### config.mk
export PLATFORM = sky130hd
export DESIGN_NAME = if_id_skid_reg
export DESIGN_NICKNAME = d
export VERILOG_FILES = /design/src/rtl/if_id_skid_reg.sv
export SDC_FILE = /design/constraint.sdc
export NUM_CORES = 1
export LEC_CHECK = 0
export ABC_AREA = 1
export CAP_MARGIN = 20
export CORE_MARGIN = 3
export CORE_UTILIZATION = 45
export CTS_CLUSTER_DIAMETER = 50
export DETAILED_ROUTE_END_ITERATION = 12
export HOLD_SLACK_MARGIN = 0.08
export PLACE_DENSITY = 0.77
export SYNTH_ARGS = -nofsm -noshare
export SYNTH_HDL_FRONTEND = slang
export SYNTH_SLANG_ARGS = --single-unit
### constraint.sdc
create_clock -name clk -period 1.95 [get_ports clk]
set_clock_uncertainty 0.2 [all_clocks]
set_input_delay 0.39 -clock clk [delete_from_list [all_inputs] [get_ports clk]]
set_output_delay 0.39 -clock clk [all_outputs]
set_load 0.02 [all_outputs]
### src/rtl/if_id_skid_reg.sv
// IF/ID boundary register: two-entry skid buffer with valid/ready handshake,
// presenting the head instruction to decode along with its field slices.
module if_id_skid_reg #(
  parameter int          PC_W     = 32,
  parameter logic [31:0] NOP_INST = 32'h0000_0000
) (
  input  logic            clk,
  input  logic            rst_n,
  input  logic            flush,
  input  logic            in_valid,
  output logic            in_ready,
  input  logic [PC_W-1:0] in_pc,
  input  logic [31:0]     in_inst,
  output logic            out_valid,
  input  logic            out_ready,
  output logic [PC_W-1:0] out_pc,
  output logic [31:0]     out_inst,
  output logic [5:0]      opcode,
  output logic [4:0]      rs,
  output logic [4:0]      rt,
  output logic [4:0]      rd,
  output logic [4:0]      shamt,
  output logic [5:0]      funct,
  output logic [15:0]     imm_16,
  output logic [25:0]     jaddr,
  output logic [1:0]      ext_sel
);

  typedef struct packed {
    logic [PC_W-1:0] pc;
    logic [31:0]     inst;
  } entry_t;

  entry_t main_q, skid_q, in_ent;
  logic   main_valid, skid_valid;
  logic   accept, drain, main_load, skid_load;
  logic   main_valid_nxt, skid_valid_nxt;

  assign in_ent    = '{pc: in_pc, inst: in_inst};
  assign accept    = in_valid & in_ready;
  assign drain     = main_valid & out_ready;
  assign main_load = !main_valid | drain;
  assign skid_load = accept & main_valid & !drain;

  // Skid can only be full while in_ready is low, so it never loads and
  // drains in the same cycle; flush overrides everything.
  always_comb begin
    main_valid_nxt = main_valid;
    skid_valid_nxt = skid_valid;
    if (flush) begin
      main_valid_nxt = 1'b0;
      skid_valid_nxt = 1'b0;
    end else begin
      if (main_load) begin
        main_valid_nxt = skid_valid | accept;
        skid_valid_nxt = 1'b0;
      end
      if (skid_load) skid_valid_nxt = 1'b1;
    end
  end

  always_ff @(posedge clk or negedge rst_n) begin
    if (!rst_n) begin
      main_valid <= 1'b0;
      skid_valid <= 1'b0;
      in_ready   <= 1'b1;
      main_q     <= '{pc: '0, inst: NOP_INST};
      skid_q     <= '{pc: '0, inst: NOP_INST};
    end else begin
      main_valid <= main_valid_nxt;
      skid_valid <= skid_valid_nxt;
      in_ready   <= !skid_valid_nxt;
      if (!flush && main_load) begin
        if (skid_valid)  main_q <= skid_q;
        else if (accept) main_q <= in_ent;
      end
      if (!flush && skid_load) skid_q <= in_ent;
    end
  end

  assign out_valid = main_valid;
  assign out_pc    = main_q.pc;
  assign out_inst  = main_valid ? main_q.inst : NOP_INST;

  assign opcode = out_inst[31:26];
  assign rs     = out_inst[25:21];
  assign rt     = out_inst[20:16];
  assign rd     = out_inst[15:11];
  assign shamt  = out_inst[10:6];
  assign funct  = out_inst[5:0];
  assign imm_16 = out_inst[15:0];
  assign jaddr  = out_inst[25:0];

  // Logical immediates zero-extend, lui shifts up; everything else sign-extends.
  always_comb begin
    case (opcode)
      6'h0C, 6'h0D, 6'h0E: ext_sel = 2'b01;
      6'h0F:               ext_sel = 2'b10;
      default:             ext_sel = 2'b00;
    endcase
  end

endmodule

Word level (Yosys, flattened, before mapping)
Cells that the tools add are included.
{"block": "op_classes", "n_eq_ne": 4, "n_mux": 9, "bitwise": 6, "n_reduce_logical": 10}
{"operator": "$mux 64", "n": 2}
{"operator": "$mux 32", "n": 1}
{"operator": "$eq 6x4->1 const B", "n": 4}
{"operator": "$mux 1", "n": 5}
{"operator": "$and 1x1->1", "n": 4}
{"operator": "$logic_not 1->1", "n": 4}
{"operator": "$pmux 2 s2", "n": 1}
{"operator": "$reduce_bool 2->1", "n": 2}
{"operator": "$reduce_or 3->1", "n": 1}
{"operator": "$logic_and 1x1->1", "n": 2}
{"operator": "$or 1x1->1", "n": 2}
{"operator": "$reduce_and 2->1", "n": 1}
{"block": "word_totals", "ff_bits": 131, "inputBits": 69, "output_inout_bits": 142, "wordCells": 36}

Depth between registers and ports, before layout
Gate-level depths: netlist of the first run.
{"block": "depth", "word_depth": 6, "ltp_mapped": 7, "depth_no_buf": 5}

Worst setup path after synthesis of the first run
OpenSTA, ideal clock, no wires.
{"block": "synth_path", "path_kind": "register -> output", "start": "register main_valid, in the netlist out_valid", "end": "output out_inst[17]", "arrival_ns": 1.384, "t_required_ns": 1.360, "slack_ns": -0.024, "stages_incl_launch_ff": 7, "n_path_buf": 4, "cell_sequence": "dfrtp_1 buf_6 buf_2 buf_2 nand2_1 inv_1 buf_4"}
{"block": "synth_via", "elab_chain_cells": 1}
{"element": "start: declaration", "line": "35", "text": "logic main_valid, skid_valid;"}
{"element": "start signal: assignment", "line": "70", "text": "main_valid <= main_valid_nxt;"}
{"element": "$mux 32", "line": "83", "text": "assign out_inst = main_valid ? main_q.inst : NOP_INST;"}
{"element": "end: declaration", "line": "17", "text": "output logic [31:0] out_inst,"}
No other way between the ends.

Final worst setup path of the first run
{"block": "layout_path", "start": "register main_valid, in the netlist out_valid", "end": "output ext_sel[0]"}
{"block": "layout_via", "elab_chain_cells": 4, "elab_cells_between_ends": 7, "cone_classes": "eq/ne (4); mux (2); reduce/logical (1)"}
{"element": "$mux 32 (*)", "line": "83"}
{"element": "$eq 6x4->1", "line": "96", "text": "case (opcode)"}
{"element": "$reduce_or 3->1", "line": "96"}
{"element": "$pmux 2 s2 (*)", "line": "96"}
{"element": "end: declaration", "line": "26", "text": "output logic [1:0] ext_sel"}
Mark *: on every way between the ends. The rest lies on a longest branch, timed or not.

==> flow_metrics.tcl, run 1 <==
set metrics [dict create \
    status "finished with violations" \
    violations "negative setup slack" \
    root_buffer "clkbuf_16" \
    fin_util_pct 58.8 \
    insertion_delay_ns 0.41 \
    total_power_mw 8.93 \
    rsz0062_at_grt "yes" \
    cellInternalPower_mw 6.25 \
    ant_nets 0 \
    syn_to_final_growth_pct 26.8 \
    crit_type "register to output port" \
    maxCapViolations 0 \
    core_um2 15400 \
    place_ws_ns -0.0816 \
    wl_per_cell_um 14.2 \
    fin_crit_sh_pct 103 \
    p_leak_nw 5.14 \
    drv_slew 0 \
    syn_inst 956 \
    routed_wl_mm 18.2 \
    grt_max_degree 65 \
    nNetsFinal 1124 \
    grt.overflow.total 0 \
    fin_ws_ns -0.0549 \
    place.port_buffers 210 \
    ys_types 17 \
    fin_crit_ns 2.00 \
    antenna_found_initial 0 \
    viasPerCell 4.86 \
    ys_warn_count 0 \
    hold_violations 0 \
    synth_area_um2 7130 \
    switching_power_mw 2.68 \
    diodes 0 \
    crit_required_ns 1.36 \
    die_area_um2 17400 \
    io_pins 211 \
    tritoncts "yes" \
    slew_headroom_pct 66.8 \
    grt_util_all_layers_pct 21.4 \
    syn_nets 1025 \
    gp_congestion 0.791 \
    fmax_mhz 499 \
    crit_fanout 4 \
    worst_pin_slew_ns 0.498 \
    grt_pass1_vias 6072 \
    seqPwrFrac_pct 40.6 \
    setup_violations 2 \
    r2r_slack_ns 0.20 \
    switching_share_pct 30.0 \
    num_vias 6213 \
    endpoint_kind "output port" \
    drc_errors 0 \
    pwr-share-comb_pct 22.8 \
    fillers 1440 \
    cts_num_sinks 131 \
    setup_tns_ns -0.0882 \
    num_rows 45 \
    p_per_area_nw_per_um2 988 \
    clk_pin_slew_ns 0.05 \
    clk_path_buf_depth 2 \
    avgSynthCellArea_um2 7.46 \
    arrival_ns 1.41 \
    h-tree-depth 4 \
    grt_pass1_wl_mm 30.5 \
    die_w_um 132 \
    peakVddDrop_v 0.000504 \
    final_cells 1278 \
    numCtsBuffers 17 \
    drt_iter0_drc 492 \
    startpoint_type "register" \
    initial_core_util_pct 46.4 \
    ys_seq_area_share_pct 46.0 \
    power_frac_clock_pct 36.6 \
    hold_path_class "register to register" \
    regArea_um2 3280 \
    dr.pass1.iters 5 \
    post-place-cells 1244 \
    drive_above_1_share_pct 20.1 \
    hpwl_mm 11.9 \
    yosys_register_bits 131 \
    multi_input_area_um2 2560 \
    die_y_um 132 \
]
[Yosys cell counts]
cell / number / area [um^2]
dfstp_2: 1 / 26.3
inv_1: 36 / 135
nand2_2: 1 / 6.26
nand4_1: 1 / 6.26
buf_2: 36 / 180
buf_4: 112 / 841
buf_6: 13 / 146
inv_2: 3 / 11.3
dfrtp_1: 130 / 3250
nand2_1: 483 / 1810
a21oi_4: 1 / 16.3
clkbuf_1: 3 / 11.3
nand3_2: 1 / 10.0
nor2_2: 1 / 6.26
o21ai_0: 1 / 5.00
nor2_1: 4 / 15.0
nand3_1: 129 / 646
[worst max-delay path, cell delays in order (launching register included)]
cell	delay, ns
dfrtp_2	0.41
buf_6	0.14
nand2_4	0.04
inv_2	0.05
nand4_1	0.09
nor2_1	0.13
buf_4	0.15
[final cells by class]
cell class | count | area share [%]
Clock inverter | 11 | 1.79
Multi-Input combinational cell | 622 | 28.3
Clock buffer | 20 | 4.83
Sequential cell | 131 | 36.3
Tap cell | 211 | 2.92
Timing Repair Buffer | 244 | 24.2
Inverter | 39 | 1.65
[per-layer routing]
metal	global-route usage, %	vias to the layer above	part of all wire [%]
met3	5.38	23	7.4
met1	27.1	2891	42
met4	8.05	0	1.8
met5	0	-	0
met2	35.4	269	49
li1	-	3030	-
[power by group through the flow]
stage,registers (mW),clock network (mW),logic [mW]
floorplan,3.58,0,1.51
global placement,3.64,0,2.12
detailed placement,3.65,0,2.17
CTS,3.62,3.33,1.97
global route,3.70,3.43,2.27
finish,3.63,3.27,2.04
[cells in the final DEF, fill, tap and decap left out, drive strengths merged]
cell and n:
clkinvlp 1, dfrtp 130, dlygate4sd3 1, nand3 130, o21ai 1, nand2 484
clkinv 6, nor2 5, buf 140, inv 39, nand4 1, clkbuf 21
clkdlybuf4s50 67, dfstp 1, dlygate4sd2 35, bufinv 4, a21oi 1
[worst paths after layout]
kind                           start         end  cells after the start
min in group asynchronous      rst_n  main_q[16]                      2
max                        out_valid  ext_sel[0]                      6
min reg2reg                out_pc[6]   out_pc[6]                      2
min                        out_pc[6]   out_pc[6]                      2
max reg2reg                out_valid  main_q[10]                      6
max in group asynchronous      rst_n  out_pc[23]                      3
[metrics by stage]
step / hold slack [ns] / instance area (um^2)
floorplan: -0.106 / 7130
global placement: 0.163 / 8690
detailed placement: 0.164 / 8690
CTS: 0.266 / 8850
global route: 0.283 / 9040
finish: 0.264 / 9040
[what timing repair did]
action                                  CTS  global route
hold buffers                              1             0
pin swaps                                 0             2
endpoints found under the setup margin  142           106
setup buffers                             1             1
resized for setup                       487           120
endpoints found under the hold margin    42             0
[flip-flops by register name, indices dropped and copies added (netlist names)]
name        cells
in_ready        1
main_q         32
out_pc         32
out_valid       1
skid_q         64
skid_valid      1
[cells by family (layout without fill, tap and decap cells)]
logic type | count (synthesis) | in the layout | synth area share (%)
DFF | 131 | 131 | 46.0
AOI/OAI and AO/OA | 2 | 2 | 0.298
and+or+nand+nor | 620 | 620 | 35.1
buffers and inverters | 203 | 314 | 18.6
Power figures use the tool's default switching activity.
==> inputs of run 2 (changes only) <==
--- a/config.mk
+++ b/config.mk
@@ -11,6 +11,7 @@
 export CORE_UTILIZATION = 45
 export CTS_CLUSTER_DIAMETER = 50
 export DETAILED_ROUTE_END_ITERATION = 12
+export GPL_ROUTABILITY_DRIVEN = 0
 export HOLD_SLACK_MARGIN = 0.08
 export PLACE_DENSITY = 0.77
 export SYNTH_ARGS = -nofsm -noshare
==> results of run 2 <==
No change in the layout: final DEF, timing and power equal those of run 1.
